### config.mk
export PLATFORM = sky130hd
export DESIGN_NAME = uart_rx_frontend
export DESIGN_NICKNAME = d
export VERILOG_FILES = /design/src/rtl/uart_rx_frontend.sv
export SDC_FILE = /design/constraint.sdc
export NUM_CORES = 1
export LEC_CHECK = 0
export CAP_MARGIN = 5
export CORE_ASPECT_RATIO = 1.25
export CORE_UTILIZATION = 35
export DETAILED_ROUTE_END_ITERATION = 12
export PLACE_DENSITY = 0.49
export RECOVER_POWER = 50
export SYNTH_ARGS = -nofsm -noshare
export SYNTH_HDL_FRONTEND = slang
export SYNTH_SLANG_ARGS = --single-unit
### constraint.sdc
create_clock -name clk -period 11.01 [get_ports clk]
set_input_delay 3.303 -clock clk [delete_from_list [all_inputs] [get_ports clk]]
set_output_delay 3.303 -clock clk [all_outputs]
set_load 0.01 [all_outputs]
### src/rtl/uart_rx_frontend.sv
// uart_rx_frontend
//   Receive path of the SoC UART. Synchronizes the asynchronous rx line and
//   recovers frames of 1 start bit, 8 data bits (LSB first), an optional even
//   parity bit and 1 stop bit. Each decoded byte and its error flags are
//   buffered in a small FIFO, which is drained over a valid/ready stream.
//
// Ports
//   clk              system clock
//   nreset           asynchronous active-low reset
//   divisor          clock cycles per bit minus 1 (clamped to a minimum of 3)
//   rx               serial input, idles high
//   rsp_valid        FIFO head is valid
//   rsp_ready        consumer takes the head entry
//   rsp_data         received byte at the FIFO head
//   rsp_parity_error parity mismatch for the head byte
//   rsp_frame_error  stop bit was sampled low for the head byte
//   fifo_level       number of entries held in the FIFO
//   overflow         sticky: a byte was dropped because the FIFO was full
//   clear_overflow   single-cycle pulse clearing overflow
//   busy             receiver state machine is not idle
module uart_rx_frontend #(
  parameter int FIFO_DEPTH  = 8,
  parameter int SYNC_STAGES = 2,
  parameter int PARITY_EN   = 1
) (
  input  logic                            clk,
  input  logic                            nreset,
  input  logic [15:0]                     divisor,
  input  logic                            rx,
  output logic                            rsp_valid,
  input  logic                            rsp_ready,
  output logic [7:0]                      rsp_data,
  output logic                            rsp_parity_error,
  output logic                            rsp_frame_error,
  output logic [$clog2(FIFO_DEPTH+1)-1:0] fifo_level,
  output logic                            overflow,
  input  logic                            clear_overflow,
  output logic                            busy
);

  localparam int LVL_W = $clog2(FIFO_DEPTH + 1);
  localparam int PTR_W = $clog2(FIFO_DEPTH);

  typedef enum logic [2:0] {
    S_IDLE,
    S_START,
    S_DATA,
    S_PARITY,
    S_STOP,
    S_WAIT_IDLE
  } state_t;

  // ---------------------------------------------------------------------------
  // Input synchronizer; preset to 1 so a reset never looks like a start bit.
  // ---------------------------------------------------------------------------
  logic [SYNC_STAGES-1:0] sync_reg;
  logic                   rx_sync;

  always_ff @(posedge clk or negedge nreset) begin
    if (!nreset) begin
      sync_reg <= '1;
    end else begin
      sync_reg[0] <= rx;
      for (int i = 1; i < SYNC_STAGES; i++) begin
        sync_reg[i] <= sync_reg[i-1];
      end
    end
  end

  assign rx_sync = sync_reg[SYNC_STAGES-1];

  // ---------------------------------------------------------------------------
  // Frame state machine
  // ---------------------------------------------------------------------------
  state_t      state_reg;
  logic [16:0] cnt_reg;
  logic [16:0] period_reg;
  logic [2:0]  bit_idx_reg;
  logic [7:0]  shift_reg;
  logic        par_err_reg;

  // Bit period with very small divisors clamped so the half-bit count stays >= 1.
  logic [16:0] period_now;
  logic [16:0] half_now;

  assign period_now = (({1'b0, divisor} < 17'd3) ? 17'd3 : {1'b0, divisor}) + 17'd1;
  assign half_now   = (period_now >> 1) - 17'd1;

  always_ff @(posedge clk or negedge nreset) begin
    if (!nreset) begin
      state_reg   <= S_IDLE;
      cnt_reg     <= '0;
      period_reg  <= '0;
      bit_idx_reg <= '0;
      shift_reg   <= '0;
      par_err_reg <= 1'b0;
    end else begin
      case (state_reg)
        S_IDLE: begin
          if (!rx_sync) begin
            state_reg  <= S_START;
            period_reg <= period_now;
            cnt_reg    <= half_now;
          end
        end
        S_START: begin
          if (cnt_reg == '0) begin
            if (rx_sync) begin
              state_reg <= S_IDLE;  // glitch, not a real start bit
            end else begin
              state_reg   <= S_DATA;
              bit_idx_reg <= 3'd0;
              cnt_reg     <= period_reg - 17'd1;
            end
          end else begin
            cnt_reg <= cnt_reg - 17'd1;
          end
        end
        S_DATA: begin
          if (cnt_reg == '0) begin
            shift_reg[bit_idx_reg] <= rx_sync;
            cnt_reg                <= period_reg - 17'd1;
            if (bit_idx_reg == 3'd7) begin
              state_reg <= (PARITY_EN != 0) ? S_PARITY : S_STOP;
            end else begin
              bit_idx_reg <= bit_idx_reg + 3'd1;
            end
          end else begin
            cnt_reg <= cnt_reg - 17'd1;
          end
        end
        S_PARITY: begin
          if (cnt_reg == '0) begin
            par_err_reg <= rx_sync ^ (^shift_reg);
            cnt_reg     <= period_reg - 17'd1;
            state_reg   <= S_STOP;
          end else begin
            cnt_reg <= cnt_reg - 17'd1;
          end
        end
        S_STOP: begin
          if (cnt_reg == '0) begin
            // Leaving at mid-stop-bit allows back-to-back frames; a low stop bit
            // (break) parks in WAIT_IDLE so the held-low line yields one frame.
            state_reg <= rx_sync ? S_IDLE : S_WAIT_IDLE;
          end else begin
            cnt_reg <= cnt_reg - 17'd1;
          end
        end
        S_WAIT_IDLE: begin
          if (rx_sync) begin
            state_reg <= S_IDLE;
          end
        end
        default: state_reg <= S_IDLE;
      endcase
    end
  end

  assign busy = (state_reg != S_IDLE);

  // Frame completes on the stop-bit sample cycle.
  logic       push;
  logic [9:0] push_word;

  assign push      = (state_reg == S_STOP) && (cnt_reg == '0);
  assign push_word = {~rx_sync, (PARITY_EN != 0) && par_err_reg, shift_reg};

  // ---------------------------------------------------------------------------
  // Receive FIFO: {frame_error, parity_error, data}
  // ---------------------------------------------------------------------------
  logic [9:0]       mem [FIFO_DEPTH];
  logic [PTR_W-1:0] wr_ptr_reg;
  logic [PTR_W-1:0] rd_ptr_reg;
  logic [LVL_W-1:0] level_reg;
  logic             overflow_reg;
  logic             full;
  logic             pop;
  logic             do_push;
  logic             drop;
  logic [9:0]       head;

  assign full    = (level_reg == LVL_W'(FIFO_DEPTH));
  assign pop     = rsp_valid && rsp_ready;
  // A pop frees the slot in the same cycle, so a full FIFO still accepts.
  assign do_push = push && (!full || pop);
  assign drop    = push && full && !pop;

  always_ff @(posedge clk) begin
    if (do_push) begin
      mem[wr_ptr_reg] <= push_word;
    end
  end

  always_ff @(posedge clk or negedge nreset) begin
    if (!nreset) begin
      wr_ptr_reg   <= '0;
      rd_ptr_reg   <= '0;
      level_reg    <= '0;
      overflow_reg <= 1'b0;
    end else begin
      if (do_push) begin
        wr_ptr_reg <= wr_ptr_reg + PTR_W'(1);
      end
      if (pop) begin
        rd_ptr_reg <= rd_ptr_reg + PTR_W'(1);
      end
      case ({do_push, pop})
        2'b10:   level_reg <= level_reg + LVL_W'(1);
        2'b01:   level_reg <= level_reg - LVL_W'(1);
        default: level_reg <= level_reg;
      endcase
      // A drop in the same cycle as a clear must leave the flag set.
      if (drop) begin
        overflow_reg <= 1'b1;
      end else if (clear_overflow) begin
        overflow_reg <= 1'b0;
      end
    end
  end

  // Head fields are forced to zero while empty so stale storage never shows.
  assign head             = mem[rd_ptr_reg];
  assign rsp_valid        = (level_reg != '0);
  assign rsp_data         = rsp_valid ? head[7:0] : 8'h00;
  assign rsp_parity_error = rsp_valid && head[8];
  assign rsp_frame_error  = rsp_valid && head[9];
  assign fifo_level       = level_reg;
  assign overflow         = overflow_reg;

endmodule

==> results.py, run 1 <==
metrics = {
    "floorplanning": {
        "io_pins": 38,
        "dieWidth_um": 135.7,
        "dieHeight_um": 169.1,
        "initial_core_util_pct": 36.05,
        "rows": 60,
        "die_area_mm2": 0.02295,
        "core_area_mm2": 0.02170,
    },
    "detailed_routing": {
        "drc": 0,
        "postRouteAntennaNets": 0,
        "drtPass1Iterations": 5,
        "via_per_inst": 5.439,
        "post_drt_wl_per_cell_um": 18.69,
        "drtIter0Drc": 234,
        "wl_mm": 19.44,
        "num_vias": 5657,
    },
    "cts": {
        "cts_sinks": 142,
        "hold_buffers": 0,
        "cts_tree": "built",
        "clockBufferDepth": 2,
        "cts_setup_buffers": 0,
        "htree_levels": 4,
        "numCtsBuffers": 17,
        "path_clk_slew_ns": 0.06,
        "cts_root_buf": "clkbuf_16",
        "cts_resized": 0,
        "clock_latency_ns": 0.42,
    },
    "power_and_ir_drop": {
        "vdd_drop_max_v": 0.0001189,
        "power_mw": 1.677,
        "cellPowerDensity_mw_per_mm2": 186.5,
        "leakage_nw": 3.106,
    },
    "sta": {
        "hold_violations": 0,
        "holdWs_ns": 0.3620,
        "rsz0062_at_grt": "false",
        "post-route-min-period_ns": 6.748,
        "fmax_mhz": 148.2,
        "fin_skew_ns": 0.009902,
        "setup_viol": 0,
        "worst_slew_pin_slew_ns": 3.437,
        "setup_slack_ns": 4.262,
        "fin_setup_tns_ns": 0,
        "maxSlewViolCount": 63,
        "slew_headroom_pct": -129.1,
        "post-route-period-util_pct": 61.29,
    },
    "worst_setup_path": {
        "critPathMaxFanout": 10,
        "cp.required_ns": 11.32,
        "cp-end-kind": "flop",
        "arrival_ns": 7.06,
        "worstSetupPathType": "primary input to flop",
        "start_kind": "primary input",
    },
    "placement": {
        "post-place-cells": 1007,
        "portBuffers": 37,
        "preCtsSetupSlack_ns": 3.840,
        "place_hpwl_mm": 14.07,
        "place_congestion": 0.9054,
    },
    "logic_synthesis": {
        "synth_nets": 757,
        "synth-async-reset-ratio_pct": 43.66,
        "ys_types": 71,
        "synth_flop_cell": "edfxtp_1",
        "ys_seq_area_share_pct": 50.58,
        "synth_edf_count": 80,
        "synth_area_per_cell_um2": 10.79,
        "synth.yosys.warnings": 0,
        "synthCells": 725,
        "yosysMostFrequentCell": "edfxtp_1",
        "synth_top_area_share_pct": 30.72,
        "synthTopCellsByArea": "edfxtp_1, dfrtp_1, mux4_2, nor2_1, xnor2_1",
        "synth_common_cells": "edfxtp_1, nor2_1, nand2_1",
        "ys_seq_elements": 142,
        "synth_top_area_cell": "edfxtp_1",
        "synth_area_mm2": 0.007821,
    },
    "layout": {
        "num-nets-final": 780,
        "area_delta_synth_final_pct": 15.01,
        "drive_gt1_share_pct": 11.70,
        "fillCellCount": 2105,
        "diodes": 0,
        "stdcell_count": 1040,
        "multi_input_area_mm2": 0.003632,
        "regArea_mm2": 0.003958,
        "largest_reg_flops": 80,
    },
    "global_route": {
        "grt_pass1_wl_mm": 31.51,
        "grt_pass1_vias": 5757,
        "antenna_found_initial": 0,
        "grt_overflow": 0,
        "grt_max_degree": 63,
        "track_usage_pct": 18.18,
    },
    "status": {
        "violations": "capacitance limit, slew limit",
        "status": "finished, violations left",
    },
    "min_path": {
        "min_path_type": "flop to flop",
    },
    "flow_run": {
        "cap_violations": 1,
    },
}
-- logic make-up after synthesis --
| kind of cell | after synthesis | share of synthesized area [%] |
|---|---|---|
| DFF | 142 | 50.58 |
| buffers and inverters | 55 | 2.832 |
| muxes | 44 | 8.975 |
| AOI/OAI and AO/OA | 130 | 10.85 |
| and+or+nand+nor | 286 | 18.53 |
| adders and majority gates | 11 | 1.856 |
| xor gates and xnor gates | 57 | 6.383 |
-- cells in the final DEF, fill, tap and decap left out, types with 6 or more instances in the layout --
master,n
o31ai_1,6
a21oi_1,38
inv_1,13
nand2_1,70
nor2_1,78
o21ai_0,29
nand4_1,11
mux2i_1,15
mux2_2,9
buf_4,7
nor3_1,21
mux4_2,20
nor4_1,12
xnor2_1,32
clkbuf_16,17
nand3_1,24
ha_1,10
nand2b_1,10
or2_2,6
or4_1,8
or3_1,8
clkdlybuf4s50_1,35
a211oi_1,8
xor2_1,25
dfrtp_1,59
a31oi_1,11
edfxtp_1,80
-- metrics by stage --
| stage | utilization (%) | instance area [um2] |
|---|---|---|
| finish | 41.46 | 8995 |
| global route | 41.46 | 8995 |
| CTS | 41.52 | 9009 |
| detailed placement | 38.84 | 8427 |
| global placement | 38.84 | 8427 |
| floorplan | - | 7821 |
-- critical path: stages --
cell             delay (ns)
clkdlybuf4s50_1        0.58
nor4_1                 0.45
nand2_1                0.10
nor2_1                 0.13
or2_2                  0.13
ha_1                   0.34
and2_1                 0.19
a21oi_1                0.06
o32ai_1                0.73
nand2_1                0.27
o311ai_0               0.49
nand3_1                0.13
o211a_1                0.15
-- routing by layer --
metal	up-vias	part of all wire (%)	global-route usage [%]
li1	2747	-	-
met1	2782	41	20.51
met3	26	2.2	3.076
met4	0	2.5	7.181
met5	-	0	0
met2	102	54	33.54
-- area by class of cell --
class / instances / share of cell area (%)
repair buffers: 46 / 4.729
inverters: 13 / 0.5425
multi-input cells: 528 / 40.38
clock buffers: 17 / 4.729
clock inverters: 15 / 1.739
flip-flops and latches: 142 / 44.00
well taps: 279 / 3.881
-- power breakdown --
group          switching [mW]  internal, mW  leakage, nW
logic                   0.174         0.247         1.37
registers              0.0974         0.598         1.47
clock network           0.242         0.318        0.268
total                   0.514          1.16         3.11
-- final timing paths --
| kind | from | end | slack [ns] | depth (start not counted) |
|---|---|---|---|---|
| max | divisor[9] | cnt_reg[7] | 4.26 | 13 |
| min | sync_reg[0] | sync_reg[1] | 0.36 | 0 |
| max reg2reg | cnt_reg[7] | shift_reg[2] | 6.96 | 7 |
| min reg2reg | sync_reg[0] | sync_reg[1] | 0.36 | 0 |
| max in group asynchronous | nreset | rd_ptr_reg[0] | 4.71 | 2 |
| min in group asynchronous | nreset | rd_ptr_reg[2] | 4.14 | 2 |
Note: power is estimated with default switching activity, not from simulation.
==> run 2: changes to the inputs <==
--- a/config.mk
+++ b/config.mk
@@ -9,7 +9,7 @@
 export CORE_ASPECT_RATIO = 1.25
 export CORE_UTILIZATION = 35
 export DETAILED_ROUTE_END_ITERATION = 12
-export PLACE_DENSITY = 0.49
+export PLACE_DENSITY = 0.51
 export RECOVER_POWER = 50
 export SYNTH_ARGS = -nofsm -noshare
 export SYNTH_HDL_FRONTEND = slang
==> constraint.sdc (replaced) <==
create_clock -name clk -period 5.7 [get_ports clk]
set_input_delay 1.71 -clock clk [delete_from_list [all_inputs] [get_ports clk]]
set_output_delay 1.71 -clock clk [all_outputs]
set_load 0.01 [all_outputs]
==> run 2 against run 1 <==
  * The run still ends with capacitance limit, slew limit left
  * Sequential power is 87% higher
  * Count of clock-buffer cells in the layout rose by 1
  * Clock skew grew 0.0021 ns
  * Final area is 1.1% higher
==> results.py, run 2 (synthesis results as in run 1) <==
metrics = {
    "status": {
        "status": "finished, violations left",
        "violations": "capacitance limit, slew limit",
    },
    "power_and_ir_drop": {
        "p_int_mw": 2.330,
        "cellPowerDensity_mw_per_mm2": 361.4,
        "leakage_nw": 3.190,
        "seqPwrFrac_pct": 39.6,
        "vdd_drop_max_v": 0.0002090,
        "switching_share_pct": 29.14,
        "pwr-share-comb_pct": 26.3,
        "clock_power_share_pct": 34.1,
        "switchingPower_uw": 957.9,
    },
    "floorplanning": {
        "io_pins": 38,
        "dieHeight_um": 169.1,
        "die_area_mm2": 0.02295,
        "initial_core_util_pct": 36.05,
        "dieWidth_um": 135.7,
        "rows": 60,
        "core_area_mm2": 0.02170,
    },
    "cts": {
        "htree_levels": 4,
        "clock_latency_ns": 0.42,
        "path_clk_slew_ns": 0.06,
        "numCtsBuffers": 17,
        "cts_setup_buffers": 0,
        "cts_root_buf": "clkbuf_16",
        "cts_resized": 0,
        "hold_buffers": 0,
        "cts_tree": "built",
        "cts_sinks": 142,
        "clockBufferDepth": 2,
    },
    "sta": {
        "maxSlewViolCount": 42,
        "worst_slew_pin_slew_ns": 2.289,
        "rsz0062_at_grt": "false",
        "post-route-period-util_pct": 86.26,
        "fmax_mhz": 203.4,
        "fin_setup_tns_ns": 0,
        "slew_headroom_pct": -52.62,
        "hold_violations": 0,
        "fin_skew_ns": 0.01198,
        "setup_viol": 0,
        "post-route-min-period_ns": 4.917,
    },
    "layout": {
        "regArea_mm2": 0.003956,
        "area_delta_synth_final_pct": 16.30,
        "multi_input_area_mm2": 0.003633,
        "drive_gt1_share_pct": 12.82,
        "final_util_pct": 41.93,
        "num-nets-final": 792,
        "largest_reg_flops": 80,
        "fillCellCount": 2040,
        "final_common_cell": "edfxtp_1",
        "diodes": 0,
        "final_cell_mix": "edfxtp_1, nor2_1, nand2_1",
    },
    "detailed_routing": {
        "drtIter0Drc": 296,
        "num_vias": 5825,
        "drtPass1Iterations": 5,
        "postRouteAntennaNets": 0,
        "drc": 0,
        "post_drt_wl_per_cell_um": 18.31,
        "via_per_inst": 5.542,
        "wl_mm": 19.24,
    },
    "placement": {
        "portBuffers": 37,
        "place_congestion": 0.8736,
        "place_hpwl_mm": 13.92,
    },
    "global_route": {
        "antenna_found_initial": 0,
        "grt_overflow": 0,
        "grt_pass1_wl_mm": 31.21,
        "grt_pass1_vias": 5910,
        "grt_max_degree": 42,
        "track_usage_pct": 17.95,
    },
    "worst_setup_path": {
        "path_cells": "clkdlybuf4s50_1 > nor4_1 > nand2_1 > nor2_1 > or2_2 > ha_1 > nand3_1 > nor4_1 > nor3b_1 > a311o_1 > or4_1 > nand3_1 > a21oi_1",
        "start_kind": "primary input",
        "critPathMaxStageDelay_ns": 0.49,
        "arrival_ns": 5.22,
        "worstSetupPathType": "primary input to flop",
        "cp-end-kind": "flop",
        "critPathMaxFanout": 10,
        "cp.required_ns": 6.01,
        "cpMaxStageDelayCell": "or4_1",
    },
    "min_path": {
        "min_path_type": "flop to flop",
    },
    "flow_run": {
        "cap_violations": 1,
    },
}
==> run 2: changes by cell type in the layout (fill, tap and decap cells not counted), moves of 2 or more <==
cell        change
buf_4          +12
bufinv_16       +2
clkbuf_1        +2
clkinv_2        +3
clkinvlp_4      -4
inv_8           -3
==> run 2: final cells by class <==
type / count / area share, %
well taps: 279 / 3.838
multi-input cells: 528 / 39.94
flip-flops and latches: 142 / 43.49
clock inverters: 13 / 1.816
clock buffers: 18 / 4.718
inverters: 13 / 0.5365
repair buffers: 58 / 5.653
==> run 2: worst paths after layout <==
path / cells past startpoint / startpoint / to / slack, ns
min in group asynchronous: 1 / nreset / fifo_level[0] / 1.53
setup reg to reg: 12 / cnt_reg[7] / fifo_level[3] / 1.74
max in group asynchronous: 2 / nreset / par_err_reg / 1.41
hold reg to reg: 0 / sync_reg[0] / sync_reg[1] / 0.36
hold / removal: 0 / sync_reg[0] / sync_reg[1] / 0.36
setup / recovery: 13 / divisor[6] / cnt_reg[14] / 0.78
==> run 2: power groups by stage <==
stage	registers [mW]	logic (mW)	clock network [mW]
2_1_floorplan	1.25	0.616	0
3_3_place_gp	1.32	0.863	0
3_5_place_dp	1.32	0.881	0
4_1_cts	1.30	0.882	1.15
5_1_grt	1.32	0.961	1.19
6_report	1.30	0.865	1.12
==> run 2: stage by stage <==
| step | hold WS (ns) | total power, mW | setup WS [ns] | area [um2] | std cells |
|---|---|---|---|---|---|
| floorplan | 0.3452 | 1.869 | 0.9851 | 7821 | 725 |
| global placement | 0.3476 | 2.181 | 0.3973 | 8523 | 1020 |
| detailed placement | 0.3479 | 2.205 | 0.3395 | 8523 | 1020 |
| CTS | 0.3568 | 3.332 | 0.7921 | 9117 | 1051 |
| global route | 0.3693 | 3.468 | 0.5817 | 9096 | 1051 |
| finish | 0.3612 | 3.288 | 0.7831 | 9096 | 1051 |
==> run 2: layer usage <==
metal  routed length [um]  up-vias  global-route usage [%]
li1                     -     2773                       -
met1                 7654     2833                   20.00
met2                10150      170                   31.88
met3                  642       49                   3.196
met4                  795        0                   10.16
met5                    0        -                       0
==> run 2: critical path, delay by kind of cell <==
kind            cells  cell delay [ns]
simple gates        9             2.23
buf+inv             1             0.42
fa+ha+maj           1             0.34
compound gates      2             0.51
==> run 3: changes to the inputs <==
--- a/config.mk
+++ b/config.mk
@@ -5,7 +5,6 @@
 export SDC_FILE = /design/constraint.sdc
 export NUM_CORES = 1
 export LEC_CHECK = 0
-export CAP_MARGIN = 5
 export CORE_ASPECT_RATIO = 1.25
 export CORE_UTILIZATION = 35
 export DETAILED_ROUTE_END_ITERATION = 12
==> results of run 3 <==
Same layout as run 2: the final DEF is identical, and so are final timing and power.
